[src/rtl/bist_fail_logger_if.sv]
// bist_fail_logger_if: compare, readout and status bundle; BIST_FIRST_FAIL_EN adds first-fail capture signals
interface bist_fail_logger_if #(
    parameter int ADDR_W = 8,
    parameter int DATA_W = 8,
    parameter int CNT_W  = 16
);
    logic              start;
    logic              cmp_valid;
    logic [ADDR_W-1:0] cmp_addr;
    logic [DATA_W-1:0] data_t;
    logic [DATA_W-1:0] ramout;
    logic              gt;
    logic              eq;
    logic              lt;
    logic              test_done;
    logic              rd_en;
    logic [ADDR_W-1:0] rd_addr;
    logic [DATA_W-1:0] rd_exp;
    logic [DATA_W-1:0] rd_act;
    logic              rd_dir;
    logic              fifo_empty;
    logic              fifo_full;
    logic              overflow;
    logic              cmp_err;
    logic [CNT_W-1:0]  fail_count;
    logic              busy;
    logic              done;
    logic              pass;
`ifdef BIST_FIRST_FAIL_EN
    logic              first_fail_valid;
    logic [ADDR_W-1:0] first_fail_addr;
    logic [DATA_W-1:0] first_fail_act;
`endif
    modport master (
        output start, cmp_valid, cmp_addr, data_t, ramout, gt, eq, lt, test_done, rd_en,
        input  rd_addr, rd_exp, rd_act, rd_dir, fifo_empty, fifo_full, overflow, cmp_err,
               fail_count, busy, done, pass
`ifdef BIST_FIRST_FAIL_EN
        , input first_fail_valid, first_fail_addr, first_fail_act
`endif
    );
    modport slave (
        input  start, cmp_valid, cmp_addr, data_t, ramout, gt, eq, lt, test_done, rd_en,
        output rd_addr, rd_exp, rd_act, rd_dir, fifo_empty, fifo_full, overflow, cmp_err,
               fail_count, busy, done, pass
`ifdef BIST_FIRST_FAIL_EN
        , output first_fail_valid, first_fail_addr, first_fail_act
`endif
    );
endinterface

[src/rtl/bist_fail_logger.sv]
// bist_fail_logger: qualifies BIST compares, logs failures into a FWFT FIFO, reports done/pass; BIST_FIRST_FAIL_EN adds first-fail capture
module bist_fail_logger #(
    parameter int ADDR_W = 8,
    parameter int DATA_W = 8,
    parameter int DEPTH  = 4,
    parameter int CNT_W  = 16
) (
    input logic clk,
    input logic rst_n,
    bist_fail_logger_if.slave bus
);
    localparam int PW = $clog2(DEPTH);
    localparam int RW = ADDR_W + 2 * DATA_W + 1;
    typedef enum logic [1:0] {IDLE, RUN, DONE} state_t;
    state_t state_q, state_d;
    logic [RW-1:0] mem_q [DEPTH];
    logic [RW-1:0] mem_d [DEPTH];
    logic [PW-1:0] wp_q, wp_d, rp_q, rp_d;
    logic [PW:0] cnt_q, cnt_d;
    logic fifo_empty_q, fifo_empty_d, fifo_full_q, fifo_full_d;
    logic overflow_q, overflow_d, cmp_err_q, cmp_err_d;
    logic [CNT_W-1:0] fail_count_q, fail_count_d;
    logic legal, fail, illegal, pop, push;
`ifdef BIST_FIRST_FAIL_EN
    logic ff_valid_q, ff_valid_d;
    logic [ADDR_W-1:0] ff_addr_q, ff_addr_d;
    logic [DATA_W-1:0] ff_act_q, ff_act_d;
`endif
    always_ff @(posedge clk) begin
        if (!rst_n) state_q <= IDLE;
        else state_q <= state_d;
    end
    always_comb begin
        state_d = bus.start ? RUN : (state_q == RUN && bus.test_done) ? DONE : state_q;
    end
    always_comb begin
        bus.busy = state_q == RUN;
        bus.done = state_q == DONE;
        bus.pass = state_q == DONE && fail_count_q == '0 && !cmp_err_q;
    end
    // start wins over a same-cycle compare; a full FIFO still accepts if it is popped this cycle
    always_comb begin
        legal = (bus.gt ^ bus.eq ^ bus.lt) && !(bus.gt && bus.eq && bus.lt);
        fail = state_q == RUN && !bus.start && bus.cmp_valid && !(legal && bus.eq);
        illegal = fail && !legal;
        pop = bus.rd_en && !fifo_empty_q;
        push = fail && (!fifo_full_q || pop);
    end
    always_comb begin
        mem_d = mem_q;
        if (push) mem_d[wp_q] = {bus.cmp_addr, bus.data_t, bus.ramout, legal && bus.gt};
        wp_d = bus.start ? '0 : wp_q + PW'(push);
        rp_d = bus.start ? '0 : rp_q + PW'(pop);
        cnt_d = bus.start ? '0 : cnt_q + (PW + 1)'(push) - (PW + 1)'(pop);
        fifo_empty_d = cnt_d == '0;
        fifo_full_d = cnt_d == (PW + 1)'(DEPTH);
        overflow_d = !bus.start && (overflow_q || (fail && !push));
        cmp_err_d = !bus.start && (cmp_err_q || illegal);
        fail_count_d = bus.start ? '0 : fail_count_q + CNT_W'(fail && !(&fail_count_q));
    end
    always_comb begin
        {bus.rd_addr, bus.rd_exp, bus.rd_act, bus.rd_dir} = fifo_empty_q ? '0 : mem_q[rp_q];
        bus.fifo_empty = fifo_empty_q;
        bus.fifo_full = fifo_full_q;
        bus.overflow = overflow_q;
        bus.cmp_err = cmp_err_q;
        bus.fail_count = fail_count_q;
    end
    always_ff @(posedge clk) begin
        if (!rst_n) begin
            mem_q <= '{default: '0};
            wp_q <= '0;
            rp_q <= '0;
            cnt_q <= '0;
            fifo_empty_q <= 1'b1;
            fifo_full_q <= 1'b0;
            overflow_q <= 1'b0;
            cmp_err_q <= 1'b0;
            fail_count_q <= '0;
        end else begin
            mem_q <= mem_d;
            wp_q <= wp_d;
            rp_q <= rp_d;
            cnt_q <= cnt_d;
            fifo_empty_q <= fifo_empty_d;
            fifo_full_q <= fifo_full_d;
            overflow_q <= overflow_d;
            cmp_err_q <= cmp_err_d;
            fail_count_q <= fail_count_d;
        end
    end
`ifdef BIST_FIRST_FAIL_EN
    // first failure is captured independently of FIFO space
    always_comb begin
        ff_valid_d = !bus.start && (ff_valid_q || fail);
        ff_addr_d = bus.start ? '0 : (fail && !ff_valid_q) ? bus.cmp_addr : ff_addr_q;
        ff_act_d = bus.start ? '0 : (fail && !ff_valid_q) ? bus.ramout : ff_act_q;
        bus.first_fail_valid = ff_valid_q;
        bus.first_fail_addr = ff_addr_q;
        bus.first_fail_act = ff_act_q;
    end
    always_ff @(posedge clk) begin
        if (!rst_n) begin
            ff_valid_q <= 1'b0;
            ff_addr_q <= '0;
            ff_act_q <= '0;
        end else begin
            ff_valid_q <= ff_valid_d;
            ff_addr_q <= ff_addr_d;
            ff_act_q <= ff_act_d;
        end
    end
`endif
endmodule

[src/flat_wrapper.sv]
// flat-port wrapper written by rule: the top's interface ports become plain ports
module bist_fail_logger_flat 
#(
    parameter int ADDR_W = 8,
    parameter int DATA_W = 8,
    parameter int DEPTH  = 4,
    parameter int CNT_W  = 16
)
  (clk, rst_n, bus_start, bus_cmp_valid, bus_cmp_addr, bus_data_t, bus_ramout, bus_gt, bus_eq, bus_lt, bus_test_done, bus_rd_en, bus_rd_addr, bus_rd_exp, bus_rd_act, bus_rd_dir, bus_fifo_empty, bus_fifo_full, bus_overflow, bus_cmp_err, bus_fail_count, bus_busy, bus_done, bus_pass);
  bist_fail_logger_if #(.ADDR_W(ADDR_W), .DATA_W(DATA_W), .CNT_W(CNT_W)) bus_i ();
  input logic clk;
  input logic rst_n;
  input wire logic [$bits(bus_i.start)-1:0] bus_start;
  input wire logic [$bits(bus_i.cmp_valid)-1:0] bus_cmp_valid;
  input wire logic [$bits(bus_i.cmp_addr)-1:0] bus_cmp_addr;
  input wire logic [$bits(bus_i.data_t)-1:0] bus_data_t;
  input wire logic [$bits(bus_i.ramout)-1:0] bus_ramout;
  input wire logic [$bits(bus_i.gt)-1:0] bus_gt;
  input wire logic [$bits(bus_i.eq)-1:0] bus_eq;
  input wire logic [$bits(bus_i.lt)-1:0] bus_lt;
  input wire logic [$bits(bus_i.test_done)-1:0] bus_test_done;
  input wire logic [$bits(bus_i.rd_en)-1:0] bus_rd_en;
  output wire logic [$bits(bus_i.rd_addr)-1:0] bus_rd_addr;
  output wire logic [$bits(bus_i.rd_exp)-1:0] bus_rd_exp;
  output wire logic [$bits(bus_i.rd_act)-1:0] bus_rd_act;
  output wire logic [$bits(bus_i.rd_dir)-1:0] bus_rd_dir;
  output wire logic [$bits(bus_i.fifo_empty)-1:0] bus_fifo_empty;
  output wire logic [$bits(bus_i.fifo_full)-1:0] bus_fifo_full;
  output wire logic [$bits(bus_i.overflow)-1:0] bus_overflow;
  output wire logic [$bits(bus_i.cmp_err)-1:0] bus_cmp_err;
  output wire logic [$bits(bus_i.fail_count)-1:0] bus_fail_count;
  output wire logic [$bits(bus_i.busy)-1:0] bus_busy;
  output wire logic [$bits(bus_i.done)-1:0] bus_done;
  output wire logic [$bits(bus_i.pass)-1:0] bus_pass;
  assign bus_i.start = bus_start;
  assign bus_i.cmp_valid = bus_cmp_valid;
  assign bus_i.cmp_addr = bus_cmp_addr;
  assign bus_i.data_t = bus_data_t;
  assign bus_i.ramout = bus_ramout;
  assign bus_i.gt = bus_gt;
  assign bus_i.eq = bus_eq;
  assign bus_i.lt = bus_lt;
  assign bus_i.test_done = bus_test_done;
  assign bus_i.rd_en = bus_rd_en;
  assign bus_rd_addr = bus_i.rd_addr;
  assign bus_rd_exp = bus_i.rd_exp;
  assign bus_rd_act = bus_i.rd_act;
  assign bus_rd_dir = bus_i.rd_dir;
  assign bus_fifo_empty = bus_i.fifo_empty;
  assign bus_fifo_full = bus_i.fifo_full;
  assign bus_overflow = bus_i.overflow;
  assign bus_cmp_err = bus_i.cmp_err;
  assign bus_fail_count = bus_i.fail_count;
  assign bus_busy = bus_i.busy;
  assign bus_done = bus_i.done;
  assign bus_pass = bus_i.pass;
  bist_fail_logger #(.ADDR_W(ADDR_W), .DATA_W(DATA_W), .DEPTH(DEPTH), .CNT_W(CNT_W)) u_core (.clk(clk), .rst_n(rst_n), .bus(bus_i));
endmodule
[config.mk]
export PLATFORM = sky130hd
export DESIGN_NAME = bist_fail_logger_flat
export DESIGN_NICKNAME = d
export VERILOG_FILES = /design/src/rtl/bist_fail_logger_if.sv /design/src/rtl/bist_fail_logger.sv /design/src/flat_wrapper.sv
export SDC_FILE = /design/constraint.sdc
export NUM_CORES = 1
export LEC_CHECK = 0
export ABC_AREA = 1
export BUFFER_PORTS_ARGS = -buffer_cell sky130_fd_sc_hd__buf_2
export CAP_MARGIN = 10
export CELL_PAD_IN_SITES_DETAIL_PLACEMENT = 0
export CELL_PAD_IN_SITES_GLOBAL_PLACEMENT = 1
export CORE_UTILIZATION = 41
export DETAILED_ROUTE_END_ITERATION = 12
export PLACE_DENSITY_LB_ADDON = 0.1
export SYNTH_ARGS = -nofsm -noshare
export SYNTH_HDL_FRONTEND = slang
export SYNTH_SLANG_ARGS = --single-unit
[constraint.sdc]
create_clock -name clk -period 3 [get_ports clk]
set_input_delay 0.45 -clock clk [delete_from_list [all_inputs] [get_ports clk]]
set_output_delay 0.45 -clock clk [all_outputs]
set_load 0.02 [all_outputs]
# Yosys cells after proc, flatten, opt, wreduce, memory -nomap -nowiden
# Cells that the tools add are included.
# Widths: inputs -> output; s select.
# classes
addsub	5
mul	0
div_mod_pow	0
n_lt_le_gt_ge	3
eq_ne	3
shift	0
mux	10
bitwise	5
n_reduce_logical	36
# ops
op	count
$bwmux 100	1
$mux 25	4
$bmux 25 s2	1
$demux 25 s2	1
$logic_and 1x1->1	19
$add 16x1->16	1
$logic_not 16->1	1
$reduce_and 16->1	1
$logic_not 1->1	9
$ge 3x3->1 const B	2
$not 2->3	2
$add 2x1->2	2
$add 3x1->3	1
$eq 3x3->1 const B	1
$logic_not 3->1	1
$logic_or 1x1->1	3
$lt 3x1->1 const B	1
$mux 3	1
$sub 3x1->3	1
$eq 2x1->1 const B	1
$eq 2x2->1 const B	1
$mux 1	2
$reduce_bool 2->1	1
$reduce_or 2->1	1
other kinds (2)	3
# totals
regBits	129
latchBits	0
ramBits	0
romBits	0
input_bits	33
memories	0

# Depth between registers and ports, before layout
# logic_depth
word_depth	12
depth_mapped	16
ltp_nobuf	16

# Least setup slack after synthesis
# OpenSTA, ideal clock, no wires.
# synth_timing
kind	reg-to-reg
from	register u_core.fifo_empty_q (netlist: u_core.bus.fifo_empty)
to	register u_core.fifo_full_q (netlist: u_core.bus.fifo_full)
t_arrival_ps	2244
t_required_ps	2882
slack_ps	638
path_stages_with_launch	12
n_path_buf	2
synth_period_minus_slack_ps	2362
cell_sequence	dfxtp_1 > buf_6 > clkbuf_1 > nor2_1 > ha_1 > inv_1 > ha_1 > inv_1 > fa_1 > or2_2 > nand3_1 > nor2_1
# synth_between
elab_chain_cells	8
# synth_rtl
element	line_no	rtl
from (decl)	bist_fail_logger.sv:20	logic fifo_empty_q, fifo_empty_d, fifo_full_q, fifo_full_d;
from (signal assigned)	bist_fail_logger.sv:85	fifo_empty_q <= fifo_empty_d;
$logic_not 1->1 *	bist_fail_logger.sv:46	pop = bus.rd_en && !fifo_empty_q;
$logic_and 1x1->1 *	bist_fail_logger.sv:46	
$logic_or 1x1->1	bist_fail_logger.sv:47	push = fail && (!fifo_full_q || pop);
$logic_and 1x1->1	bist_fail_logger.sv:47	
$add 3x1->3	bist_fail_logger.sv:54	cnt_d = bus.start ? '0 : cnt_q + (PW + 1)'(push) - (PW + 1)'(pop);
$sub 3x1->3 *	bist_fail_logger.sv:54	
$mux 3 *	bist_fail_logger.sv:54	
$eq 3x3->1 *	bist_fail_logger.sv:56	fifo_full_d = cnt_d == (PW + 1)'(DEPTH);
to (signal assigned)	bist_fail_logger.sv:86	fifo_full_q <= fifo_full_d;
to (decl)	bist_fail_logger.sv:20	
# Every way passes the cells marked *; elsewhere a longest branch is shown, timed or not.
# A chain may end at the register's enable or synchronous reset.

# Final worst setup path
# layout_timing
from	register u_core.fifo_empty_q (netlist: u_core.bus.fifo_empty)
to	register u_core.fifo_empty_q (netlist: u_core.bus.fifo_empty)
# layout_between
elab_chain_cells	8
# layout_rtl
element	line_no	rtl
$logic_not 1->1 *	bist_fail_logger.sv:46	
$logic_and 1x1->1 *	bist_fail_logger.sv:46	
$logic_or 1x1->1	bist_fail_logger.sv:47	
$logic_and 1x1->1	bist_fail_logger.sv:47	
$add 3x1->3	bist_fail_logger.sv:54	
$sub 3x1->3 *	bist_fail_logger.sv:54	
$mux 3 *	bist_fail_logger.sv:54	
$logic_not 3->1 *	bist_fail_logger.sv:55	fifo_empty_d = cnt_d == '0;
# Marks and branches as above.

==> results <==
- The flow ran to the end, but the final reports show violations.
- The checks that failed: design-rule violations.
- The core outline area is about 15000 µm².
- The startpoint identified for the worst hold timing path is bus_ramout[7].
- At the end of routability-driven placement, the weighted congestion stood at ~0.8.
- The number of nets handed over by synthesis was ~1000.
- For this run, design rule violations remaining after detail routing come to 2.
- The fraction of registers with async set or reset after synthesis is 0.
- The shortest period the worst path allows is between 2 and 2.5 ns.
- The startpoint-to-endpoint class of the critical path is flip-flop to flip-flop.
- The final number of max-transition violations was 0.
- The number of clock buffers added by TritonCTS is 17.
- The number of failing hold endpoints at the final stage was 0.
- Across all layers, the routed design uses approximately 5700 vias.
- The average via count per standard cell is roughly 4.6.
- The Yosys step of the flow raised 0 warnings.
- The data arrival time at the worst-slack endpoint is 2.73 ns.
- For the final routed database, the setup TNS stands at 0 ns.
- The die covers ~16000 µm².
- In this run the clock root is driven by a clkbuf_16.
- The number of hold-repair buffers added at the cts stage is 0.
- The first global-routing pass estimated ~26000 µm of wire.
- The total power per unit cell area is roughly 530 nW/µm².
- The antenna diode count is 0.
- The sequential share of the synthesized area is 0.407.
- The period utilization is 0.805.
- The average cell area after synthesis is about 6.5 µm².
- The synthesized design contains 129 register bits.
- The predominant post-synthesis flop cell is dfxtp_1.
- The sort of element at the end of the critical path is a flip-flop.
- Summed over all cells, the static leakage comes to 3.71 nW.
- Headroom to the max-slew limit came out at 0.427.
- Across the run, the number of max-cap violations was 0.
- The most common cell after layout, fill and taps aside is nor2_1.
- The number of I/O port buffers is 80.
- The library cells used most frequently in the layout, excluding fill and tap cells, are nor2_1, nand2_1, inv_1.
- The final wirelength is roughly 15000 µm.
- The initial antenna violation count is 0.
- The reg-to-reg endpoint is u_core.bus.fifo_empty.
- The number of distinct library cells after synthesis is 29.
- Entering global routing, the biggest net connects between 60 and 70 pins.
- Measured on the finished design, the core utilization comes to 0.482.
- The count of nets left with antenna violations once routing finished came out at 0.
- The top-level I/O count is 81.
- The initial core utilization is 0.419.
- The detail-routed net length per standard cell is ~12 µm.
- The number of global-route vias before repair is 5175.
- The final number of setup-violating endpoints is 0.
- The insertion delay to the later sink of the worst-skew pair is 0.42 ns.
- Detailed placement finished with a half-perimeter wire length of ~9300 µm.
- The die span in y is 126 µm.
- The worst clock skew on the final layout is 0.00672 ns.
- The min-delay analysis places its worst path in the category input pin to flip-flop.
- The number of sinks driven by the clock tree is around 130.
- The x dimension of the die is roughly 130 µm.
- The number of enable-type register cells in the synthesized netlist is 0.
- The worst hold path endpoint is u_core.mem_q[58].
- The count of instances resized after the clock tree is built is 0.
- The start point of the critical path is u_core.bus.fifo_empty.
- The startpoint type of the worst setup path is a flip-flop.
- Along the worst hold path, the cell count comes to 3.
- After the last flow step, the layout net total stands at roughly 1100.
- The required time of the critical path is around 3.3 ns.
- TritonCTS built the clock tree.
- Row generation in the floorplan step produced 45 rows.
- Along the worst path, the maximum fanout reaches 9.
- The synthesized netlist cell count is slightly below 1000.
- The maximum ir drop on the vdd rail is 0.385 mV.
- The actual transition at the worst max-transition pin is ~0.86 ns.
- In the final layout, the share of cells above drive strength 1 is 0.123.
- The total grt overflow is 0.
- For the worst flop-to-flop path, the logic depth is 11.
- Setup repair after global routing left no endpoint under its margin.
- The buffer count from post-CTS setup fixing is 0.
- Summing every instance area after synthesis gives ~6300 µm².
- The first-pass iteration count of the detailed router is 9.
- The global-route usage over all layers is 0.202.
- The clock transition at the registers of the reported paths is approximately 0.050 ns.
- The number of H-tree branching levels is 4.
- The maximum count of clock buffers along a single path is 2.
- The worst reg2reg path startpoint is u_core.bus.fifo_empty.
- The DRC marker count from the first detailed-route iteration is 306.
- From synthesis to final layout, the design area changed by 15.0%.
- The register-to-register setup slack is 0.59 ns.
- For this run, the top clock speed supported by timing is approximately 0.41 GHz.
## per-stage QoR
| step | std cells | cell area, µm² | power [mW] | hold WS, ns | setup WS [ns] |
|---|---|---|---|---|---|
| 6_report | 1239 | 7300 | 3.86 | 0.307 | 0.585 |
| 5_1_grt | 1239 | 7300 | 4.01 | 0.309 | 0.336 |
| 4_1_cts | 1239 | 7300 | 3.92 | 0.296 | 0.548 |
| 3_5_place_dp | 1209 | 6760 | 1.99 | 0.449 | 0.305 |
| 3_3_place_gp | 1209 | 6760 | 1.99 | 0.450 | 0.348 |
| 2_1_floorplan | 982 | 6340 | 1.91 | 0.441 | 0.638 |
## registers in the layout, summed over array words and instances, names as in the netlist
signal	count
u_core.state_q	2
u_core.wp_q	2
u_core.rp_q	2
u_core.bus.fail_count	16
u_core.bus.cmp_err	1
u_core.bus.fifo_empty	1
u_core.bus.fifo_full	1
u_core.mem_q	100
u_core.bus.overflow	1
u_core.cnt_q	3
## final cells by class
class / count / area (µm²)
Clock buffer: 23 / 478
Timing Repair Buffer: 91 / 485
Fill cell: 1578 / 7850
Sequential cell: 129 / 2580
Multi-Input combinational cell: 657 / 2910
Inverter: 144 / 541
Clock inverter: 7 / 60.1
Tap cell: 188 / 235
## metal layers
metal	share of wire	routed length, µm	global-route usage	vias to the layer above
met4	0.016	233	0.0765	0
met3	0.030	447	0.0401	20
met1	0.50	7560	0.264	2520
met5	0	0	0	-
met2	0.45	6750	0.329	77
li1	-	-	-	3087
## critical path, cell delays in order (launching register included)
cell	delay (ns)
dfxtp_1	0.58
buf_4	0.26
nor2_1	0.09
ha_1	0.27
inv_1	0.04
ha_1	0.17
inv_1	0.07
fa_1	0.43
a21oi_1	0.22
nand2_1	0.07
nand2_1	0.08
inv_1	0.03
## logic make-up (layout without fill, tap and decap cells)
group	after synthesis	in the layout	share of synthesized area
buffers and inverters	196	265	0.134
DFF	129	129	0.407
and+or+nand+nor	496	496	0.315
adders and majority gates	9	9	0.0189
AOI/OAI and AO/OA	148	148	0.120
xor gates and xnor gates	4	4	0.00552
## report_power, final
| group | switching, mW | total [mW] | leakage, nW | internal, mW |
|---|---|---|---|---|
| clock | 0.721 | 1.91 | 0.272 | 1.19 |
| sequential | 0.0125 | 1.75 | 1.04 | 1.73 |
| combinational | 0.139 | 0.203 | 2.39 | 0.0635 |
## cell usage after synthesis (2+ instances only)
cell / n / share of area
nand2_1: 233 / 0.14
buf_6: 13 / 0.023
clkbuf_1: 27 / 0.016
inv_2: 2 / 0.0012
o21bai_1: 2 / 0.0024
nor4_1: 4 / 0.0039
nor3_1: 3 / 0.0024
buf_2: 11 / 0.0087
ha_1: 8 / 0.016
nand4_4: 5 / 0.017
dfxtp_1: 129 / 0.41
xnor2_1: 3 / 0.0041
inv_1: 141 / 0.083
a21oi_1: 88 / 0.069
nand3_1: 10 / 0.0079
o21ai_1: 5 / 0.0039
o21ai_0: 50 / 0.039
nand4_1: 3 / 0.0030
nor2_1: 235 / 0.14
## worst max path at each step
stage | to | slack (ns) | depth (start not counted)
after global placement | u_core.bus.fifo_empty | 0.35 | 13
after floorplan | u_core.bus.fifo_full | 0.64 | 11
after CTS | bus_rd_exp[7] | 0.55 | 6
after detailed placement | u_core.bus.fail_count[15] | 0.31 | 17
final | u_core.bus.fifo_empty | 0.59 | 11
after global routing | u_core.bus.fifo_empty | 0.34 | 11
Power figures use the tool's default switching activity.
